[config.mk]
export PLATFORM = sky130hd
export DESIGN_NAME = mem_arbiter
export DESIGN_NICKNAME = d
export VERILOG_FILES = /design/src/rtl/mem_arbiter.sv
export SDC_FILE = /design/constraint.sdc
export NUM_CORES = 1
export LEC_CHECK = 0
export CAP_MARGIN = 10
export CORE_MARGIN = 2
export CORE_UTILIZATION = 29
export DETAILED_ROUTE_END_ITERATION = 8
export PLACE_DENSITY = 0.82
export REMOVE_ABC_BUFFERS = 1
export SLEW_MARGIN = 20
export SYNTH_ARGS = -nofsm -noshare
export SYNTH_HDL_FRONTEND = slang
export SYNTH_SLANG_ARGS = --single-unit
[constraint.sdc]
create_clock -name clk -period 1.71 [get_ports clk]
set_input_delay 0.342 -clock clk [delete_from_list [all_inputs] [get_ports clk]]
set_output_delay 0.342 -clock clk [all_outputs]
set_load 0.03 [all_outputs]
[src/rtl/mem_arbiter.sv]
// ---------------------------------------------------------------------------
// mem_arbiter
//
// Two-port arbiter in front of a shared single-port data memory.
// Port 0 is a read-only fetch requester and port 1 is a load/store
// requester. Port 1 wins under contention until port 0 has lost STARVE_MAX
// consecutive contended cycles. Port 0 is then forced through and the
// starvation count restarts.
//
// Grants and the memory command are combinational from the requests and
// the starvation state. Read data is registered from mem_rd at the end of
// the grant cycle, so a read has one cycle of latency.
//
// Ports
//   clk                     single clock, rising edge
//   reset                   asynchronous reset, active-low
//   p0_req, p0_addr         fetch read request
//   p0_gnt                  fetch request accepted this cycle
//   p0_rvalid, p0_rdata     fetch read response
//   p1_req, p1_we, p1_addr,
//   p1_wdata                data request (we: 00 rd, 01 word, 10 half, 11 byte)
//   p1_gnt                  data request accepted this cycle
//   p1_rvalid, p1_rdata     data read response
//   mem_we, mem_a, mem_wd   command to the shared memory
//   mem_rd                  combinational read data from the shared memory
//   starve_cnt              current port-0 starvation count
// ---------------------------------------------------------------------------
module mem_arbiter #(
    parameter int unsigned STARVE_MAX = 3
) (
    input  logic        clk,
    input  logic        reset,
    input  logic        p0_req,
    input  logic [31:0] p0_addr,
    output logic        p0_gnt,
    output logic        p0_rvalid,
    output logic [31:0] p0_rdata,
    input  logic        p1_req,
    input  logic [1:0]  p1_we,
    input  logic [31:0] p1_addr,
    input  logic [31:0] p1_wdata,
    output logic        p1_gnt,
    output logic        p1_rvalid,
    output logic [31:0] p1_rdata,
    output logic [1:0]  mem_we,
    output logic [31:0] mem_a,
    output logic [31:0] mem_wd,
    input  logic [31:0] mem_rd,
    output logic [3:0]  starve_cnt
);

    localparam logic [3:0] STARVE_LIM = 4'(STARVE_MAX);

    logic [3:0]  starve_q, starve_d;
    logic        gnt0, gnt1;
    logic        p0_rvalid_q, p0_rvalid_d;
    logic        p1_rvalid_q, p1_rvalid_d;
    logic [31:0] p0_rdata_q, p0_rdata_d;
    logic [31:0] p1_rdata_q, p1_rdata_d;

    // Arbitration and starvation counter next state
    always_comb begin
        gnt0     = 1'b0;
        gnt1     = 1'b0;
        starve_d = 4'd0;
        if (p0_req && p1_req) begin
            // >= rather than == keeps port 0 from starving forever if the
            // count were ever to hold an out-of-range value.
            if (starve_q >= STARVE_LIM) begin
                gnt0 = 1'b1;
            end else begin
                gnt1     = 1'b1;
                starve_d = starve_q + 4'd1;
            end
        end else begin
            gnt0 = p0_req;
            gnt1 = p1_req;
        end
        // Grants, and therefore the memory command, are held off
        // asynchronously while reset is asserted.
        if (!reset) begin
            gnt0 = 1'b0;
            gnt1 = 1'b0;
        end
    end

    // Memory command from whichever port holds the grant
    always_comb begin
        mem_we = 2'b00;
        mem_a  = 32'd0;
        mem_wd = 32'd0;
        if (gnt1) begin
            mem_we = p1_we;
            mem_a  = p1_addr;
            mem_wd = p1_wdata;
        end else if (gnt0) begin
            mem_a  = p0_addr;
        end
    end

    // Read-response capture; p1 writes leave p1_rdata untouched
    always_comb begin
        p0_rvalid_d = gnt0;
        p1_rvalid_d = gnt1 && (p1_we == 2'b00);
        p0_rdata_d  = gnt0 ? mem_rd : p0_rdata_q;
        p1_rdata_d  = p1_rvalid_d ? mem_rd : p1_rdata_q;
    end

    always_ff @(posedge clk or negedge reset) begin
        if (!reset) begin
            starve_q    <= 4'd0;
            p0_rvalid_q <= 1'b0;
            p1_rvalid_q <= 1'b0;
            p0_rdata_q  <= 32'd0;
            p1_rdata_q  <= 32'd0;
        end else begin
            starve_q    <= starve_d;
            p0_rvalid_q <= p0_rvalid_d;
            p1_rvalid_q <= p1_rvalid_d;
            p0_rdata_q  <= p0_rdata_d;
            p1_rdata_q  <= p1_rdata_d;
        end
    end

    assign p0_gnt     = gnt0;
    assign p1_gnt     = gnt1;
    assign p0_rvalid  = p0_rvalid_q;
    assign p1_rvalid  = p1_rvalid_q;
    assign p0_rdata   = p0_rdata_q;
    assign p1_rdata   = p1_rdata_q;
    assign starve_cnt = starve_q;

endmodule

=== Yosys cells after proc, flatten, opt, wreduce, memory -nomap -nowiden ===
Cells that the tools add are included.

* $add $sub $neg: 1
* $lt $le $gt $ge: 1
* Muxes and demuxes: 12
* Reductions and logical operators: 3

{| class="wikitable"
|+ Operator list
! cell !! number
|-
| $mux W32 || 3
|-
| $mux W4 || 2
|-
| $mux W1 || 6
|-
| $add A4 B1 Y4 const B || 1
|-
| $ge A4 B2 Y1 const B || 1
|-
| $logic_and A1 B1 Y1 || 2
|-
| $logic_not A2 Y1 || 1
|-
| $mux W2 || 1
|}

* Bits in registers: 70
* Input port bits: 134
* Output and inout bits: 138
* Logic and storage cells: 22

=== Longest topological paths before layout ===
Gate-level depths: netlist of run 1.

* Depth after elaboration: 6
* Gate-level depth with buffers: 6
* Gate-level depth less buffers: 4

=== Worst setup path before layout of run 1 ===
No wires, ideal clock.

* Path kind: reg-to-output
* Start: reg starve_q[0], in the netlist starve_cnt[0]
* End: out mem_wd[20]
* Arrival time: 2.020 ns
* Data required time: 1.368 ns
* Path slack: -0.652 ns
* Stages on the path, launching flop included: 6
* Buffers on the path: 1
* Cell sequence: dfrtp_1 > ha_1 > o31ai_2 > and3_1 > clkbuf_1 > and2_1

* Cells in the longest elaborated chain, start to end: 5

{| class="wikitable"
|+ Ends and longest elaborated chain
! element !! line !! source
|-
| from (decl) || 54 || <nowiki>logic [3:0] starve_q, starve_d;</nowiki>
|-
| from (signal assigned) || 117 || <nowiki>starve_q <= starve_d;</nowiki>
|-
| $ge A4 B2 Y1 || 69 || <nowiki>if (starve_q >= STARVE_LIM) begin</nowiki>
|-
| $mux W1 || 69 ||
|-
| $mux W1 || 66 || <nowiki>if (p0_req && p1_req) begin</nowiki>
|-
| $mux W1 || 81 || <nowiki>if (!reset) begin</nowiki>
|-
| named net p1_gnt || 42 || <nowiki>output logic p1_gnt,</nowiki>
|-
| $mux W32 || 92 || <nowiki>if (gnt1) begin</nowiki>
|-
| to (decl) || 47 || <nowiki>output logic [31:0] mem_wd,</nowiki>
|}

The timed path passes the listed nets, and every way through them passes these cells.

=== Worst setup path after layout of run 1 ===
* Start: reg starve_q[0], in the netlist starve_cnt[0]
* End: out mem_a[3]

* Cells in the longest elaborated chain, start to end: 6
* Elaborated cells between the ends (all ways): 9
* Those cells by class: order compare (1); mux (8)

{| class="wikitable"
|+ Ends and longest elaborated chain
! element !! line !! source
|-
| $ge A4 B2 Y1 (*) || 69 ||
|-
| $mux W1 || 69 ||
|-
| $mux W1 || 66 ||
|-
| $mux W1 || 81 ||
|-
| $mux W32 || 96 || <nowiki>end else if (gnt0) begin</nowiki>
|-
| $mux W32 (*) || 92 ||
|-
| to (decl) || 46 || <nowiki>output logic [31:0] mem_a,</nowiki>
|}

Mark *: on every way between the ends. The rest lies on a longest branch, timed or not.

==> results.ini, run 1 <==
[worst_setup_path]
arrival_ns=2.02
rr_startpoint=starve_cnt[0]
rr_worst_depth=8
reg2reg_to=p0_rdata[28]
end_kind=primary output
critPathLaunchType=register
critPathMaxFanout=5
critPathKind=reg2out
cp_data_required_time_ns=1.37
rrSetupSlack_ns=-0.26

[clocking]
cts.sinks=70
numCtsBuffers=9
cts_root_buf=clkbuf_8
insertion_delay_ns=0.36
clk_pin_slew_ns=0.07
cts.htree.levels=3
cts_tree=done
clock_path_buffers=2

[layout]
syn2layout_area_growth_pct=119
diodes=0
instances_no_fill=686
fillerInstances=845
design_area_um2=7090
layout_common_cells=clkdlybuf4s50_1, dfrtp_1, dlygate4sd2_1, buf_6, mux2_4
layout_commonest_cell=clkdlybuf4s50_1
drive_above_1_share=0.410
nets=677

[sta]
fmax_mhz=423
period_minus_slack_ns=2.36
worstMarginPinSlew_ns=0.900
final-setup-viol-count=131
slew_headroom=0.400
fin_ws_ns=-0.652
clock_skew_ns=0.0107
rsz0062_at_grt=yes
hold_ws_ns=0.316
fin_tns_setup_ns=-50.97
timing.final.crit_share=1.38
final_hold_viol_count=0
slew_viol_final=0

[route]
postRouteAntennaNets=0
totalWireLength_um=14200
drt_iter0_drc=150
vias=3203
drc=0
viasPerCell=4.67
wl_per_cell_um=20.7
dr.pass1.iters=4

[global_route]
grt_pass1_vias=3304
antenna_found_initial=0
grt_max_degree=70
grt.overflow.total=0
grt_usage=0.213
grt_pass1_wl_um=18700

[worst_hold_path]
holdCritPathClass=in2async

[floorplan]
die_w_um=110
chipHeight_um=110
core_area_um2=10800
rows=38
dieArea_um2=12000
initial_core_util=0.298
io_pins=272

[synthesis]
yosys_warnings=0
synthFlopType=dfrtp_1
synth_cells=230
synth.distinct_cells=19
ys_seq_area_frac=0.542
synth_edf_count=0
synth_area_um2=3230
avgSynthCellArea_um2=14.1
ys_ff_latch=70
async_reset_ff_frac=1.00

[placement]
gp_congestion=0.821
dpl.hpwl_um=9720
pre_cts_ws_ns=-0.463
portBuffers=271
place_area_um2=6160
dp_cells=647

[power]
p_leak_nw=3.42
power.density_nw_per_um2=852
ir_drop_mv=0.787

[flow_run]
cap_violations=0

[status]
violations=setup timing
outcome=finished, violations left

## critical path, cell delays in order (launching register included)
cell and delay (ns):
dfrtp_1 0.42, ha_4 0.20, o31ai_4 0.25, and3_4 0.33, clkbuf_16 0.17, a22o_1 0.16, buf_6 0.13
## where the power goes
part | total [W] | switching (W) | internal (W)
combinational | 0.00263 | 0.00135 | 0.00128
sequential | 0.00215 | 0.000173 | 0.00197
clock | 0.00127 | 0.000593 | 0.000679
total | 0.00605 | 0.00212 | 0.00393
## state kept, by name (all words and copies together) (netlist names)
| signal | cells |
|---|---|
| p1_rdata | 32 |
| p0_rdata | 32 |
| p0_rvalid | 1 |
| p1_rvalid | 1 |
| starve_cnt | 4 |
## layout make-up
class                      instances  area [µm²]  area share
timing repair buffer             316        3340       0.471
sequential                        70        1750       0.247
multi-input combinational        144        1640       0.231
clock buffer                      15         186      0.0263
tap                              140         175      0.0247
inverter                           1        3.75    0.000529
## cells in the mapped netlist, drive strengths merged (2+ instances only)
cell	n	area, µm²
dfrtp	70	1750
mux2	64	784
and2	34	213
a22o	32	280
buf	14	93.8
clkbuf	3	11.3
nor2	3	11.3
and3	2	12.5
nand2	2	7.51
## per-layer routing
metal / up-vias / part of all wire / GRT usage
met1: 1551 / 0.34 / 0.221
met2: 172 / 0.53 / 0.382
li1: 1445 / - / -
met5: - / 0 / 0
met3: 35 / 0.088 / 0.0741
met4: 0 / 0.038 / 0.103
## kinds of logic (layout without fill, tap and decap cells)
family | Yosys count | count (layout) | share of synthesized area
flip-flops | 70 | 70 | 0.542
multiplexers | 64 | 64 | 0.243
AND/OR/NAND/NOR | 43 | 44 | 0.0867
AO/OA/AOI/OAI | 33 | 33 | 0.0905
buffers and inverters | 18 | 332 | 0.0337
adder cells (fa/ha/maj) | 1 | 1 | 0.00387
other | 1 | 2 | 0.00116
## stage by stage
stage	utilization	total power, W
after floorplan	-	0.00338
after global placement	0.568	0.00465
after detailed placement	0.568	0.00471
after CTS	0.631	0.00600
after global routing	0.654	0.00630
final	0.654	0.00605
## what timing repair did
item	in CTS	in global routing
hold endpoints to repair	1	0
pin swaps	5	18
hold buffers	1	0
buffers inserted	4	14
endpoints found under the setup margin	193	136
resized for setup	160	61
cloned	6	6
## worst max-delay path by stage
stage	from	to	slack, ns	depth (start not counted)
CTS	starve_cnt[0]	mem_a[31]	-0.65	6
global placement	p0_req	mem_a[25]	-0.43	6
global route	starve_cnt[0]	mem_wd[26]	-0.73	6
finish	starve_cnt[0]	mem_a[3]	-0.65	6
detailed placement	p0_req	mem_a[22]	-0.46	6
floorplan	starve_cnt[0]	mem_a[0]	-3.26	4
(Power assumes the default switching activity.)
==> run 2, diff against run 1 <==
PLACE_DENSITY = 0.89   (was 0.82)
SETUP_SLACK_MARGIN = 0.05   (was default)
==> results.ini, run 2 (synthesis gave the netlist of run 1 again) <==
[sta]
worstMarginPinSlew_ns=0.881  ; -0.0188 ns
rsz0062_at_grt=yes
final_hold_viol_count=0  ; unchanged
fin_tns_setup_ns=-49.83  ; +1.14 ns
final-setup-viol-count=129  ; -1.5%
timing.final.crit_share=1.41  ; +0.0291
clock_skew_ns=0.00736  ; -0.00336 ns
period_minus_slack_ns=2.41  ; +0.0497 ns
slew_viol_final=0  ; unchanged
fin_ws_ns=-0.702  ; -0.0497 ns
slew_headroom=0.413  ; +0.0126
fmax_mhz=415  ; -2.1%

[layout]
layout_common_cells=clkdlybuf4s50_1, dfrtp_1, dlygate4sd2_1, buf_6, mux2_4
drive_above_1_share=0.441  ; +0.0309
fillerInstances=743  ; -12%
layout_commonest_cell=clkdlybuf4s50_1
utilization=0.682  ; +0.0272
nets=676  ; -0.15%
design_area_um2=7390  ; +4.2%
syn2layout_area_growth_pct=128

[global_route]
grt.overflow.total=0  ; unchanged
grt_pass1_wl_um=21900  ; +17%
grt_pass1_vias=3652  ; +11%
grt_usage=0.253  ; +0.0402
antenna_found_initial=12  ; +12
grt_max_degree=71  ; +1.4%

[clocking]
postCtsHoldBufs=0  ; -1
cts.sinks=70  ; unchanged
numCtsBuffers=9  ; unchanged
insertion_delay_ns=0.35  ; about the same
cts_root_buf=clkbuf_8
clk_pin_slew_ns=0.07  ; about the same
cts.htree.levels=3  ; unchanged
clock_path_buffers=2  ; unchanged
cts_tree=done

[worst_setup_path]
cp_data_required_time_ns=1.37  ; about the same
critPathKind=reg2out
critPathBufInv=4  ; +2
crit_path_cell_trace=ha_2 -> o31ai_4 -> and3_4 -> buf_6 -> buf_12 -> buf_16 -> a22o_1 -> buf_6
cp_top_family=buffers and inverters
critPathMaxFanout=6  ; +1
critPathLaunchType=register
arrival_ns=2.07  ; +0.05 ns
slowest_delay_ns=0.40  ; -0.02 ns
cpMostUsedCell=buf_6
cpMaxStageDelayCell=dfrtp_1
end_kind=primary output

[power]
p_leak_nw=3.52  ; +2.8%
power.density_nw_per_um2=821  ; -3.6%
ir_drop_mv=0.606  ; -23%

[floorplan]
io_pins=272  ; unchanged
core_area_um2=10800  ; unchanged
rows=38  ; unchanged
initial_core_util=0.298  ; unchanged
chipHeight_um=110  ; unchanged
die_w_um=110  ; unchanged
dieArea_um2=12000  ; unchanged

[route]
vias=3366  ; +5.1%
dr.pass1.iters=4  ; unchanged
wl_per_cell_um=22.6  ; +9.0%
postRouteAntennaNets=0  ; unchanged
drc=0  ; unchanged
drt_iter0_drc=151  ; +0.67%
totalWireLength_um=15700  ; +11%
viasPerCell=4.84  ; +3.6%

[flow_run]
cap_violations=0  ; unchanged

[placement]
place_area_um2=6290  ; +2.2%
gp_congestion=0.880  ; +7.3%
dpl.hpwl_um=11200  ; +15%
portBuffers=271  ; unchanged

[status]
violations=setup timing
outcome=finished, violations left

[worst_hold_path]
holdCritPathClass=in2async

## run 2: cell count changes in the layout (fill, tap and decap cells not counted), sizes merged
cell           delta
clkbuf            -4
buf               +2
clkdlybuf4s15     -1
and3              -1
diode            +12
dlygate4sd2       +3
dlymetal6s2s      -1
clkinv            +1
dlygate4sd3       -1
## run 2: metal layers
metal | track usage | vias to the layer above | wire length (µm)
met1 | 0.257 | 1677 | 5490
li1 | - | 1458 | -
met4 | 0.174 | 0 | 768
met2 | 0.428 | 191 | 8090
met3 | 0.0990 | 40 | 1360
met5 | 0 | - | 0
## run 2: power by group
part / switching, W / internal, W / leakage (nW)
clock: 0.000578 / 0.000628 / 0.0914
sequential: 0.000178 / 0.00197 / 0.843
combinational: 0.00138 / 0.00133 / 2.58
total: 0.00213 / 0.00393 / 3.52
## run 2: cell type report
class,instances,area [µm²],area share
clock inverter,1,5.00,0.000677
timing repair buffer,316,3590,0.486
clock buffer,13,169,0.0229
inverter,1,3.75,0.000508
antenna,12,30.0,0.00406
multi-input combinational,143,1670,0.225
tap,140,175,0.0237
sequential,70,1750,0.237
## run 2: repair_timing
item | in CTS | in global routing
resized for setup | 205 | 20
cloned | 11 | 2
pin swaps | 38 | 10
setup buffers | 11 | 3
setup endpoints to repair | 203 | 135
## run 2: final timing paths
path / start / to / slack (ns) / cells after the start
setup / recovery: starve_cnt[1] / mem_a[1] / -0.70 / 8
hold / removal: reset / p0_rdata[19] / 0.29 / 2
setup reg to reg: starve_cnt[1] / p1_rdata[10] / -0.16 / 7
hold reg to reg: p0_rdata[5] / p0_rdata[5] / 0.50 / 1
max in group asynchronous: reset / p0_rdata[25] / 0.83 / 2
min in group clk: p0_rdata[5] / p0_rdata[5] / 0.50 / 1
## run 2: per-stage QoR
step                setup WS, ns  hold WS [ns]  cells  total power, W
finish                    -0.702         0.288    696         0.00607
global route              -0.764         0.367    695         0.00634
CTS                       -0.710         0.314    682         0.00606
detailed placement        -0.507         0.482    647         0.00476
global placement          -0.410         0.472    647         0.00470
floorplan                  -3.26        0.0464    214         0.00338
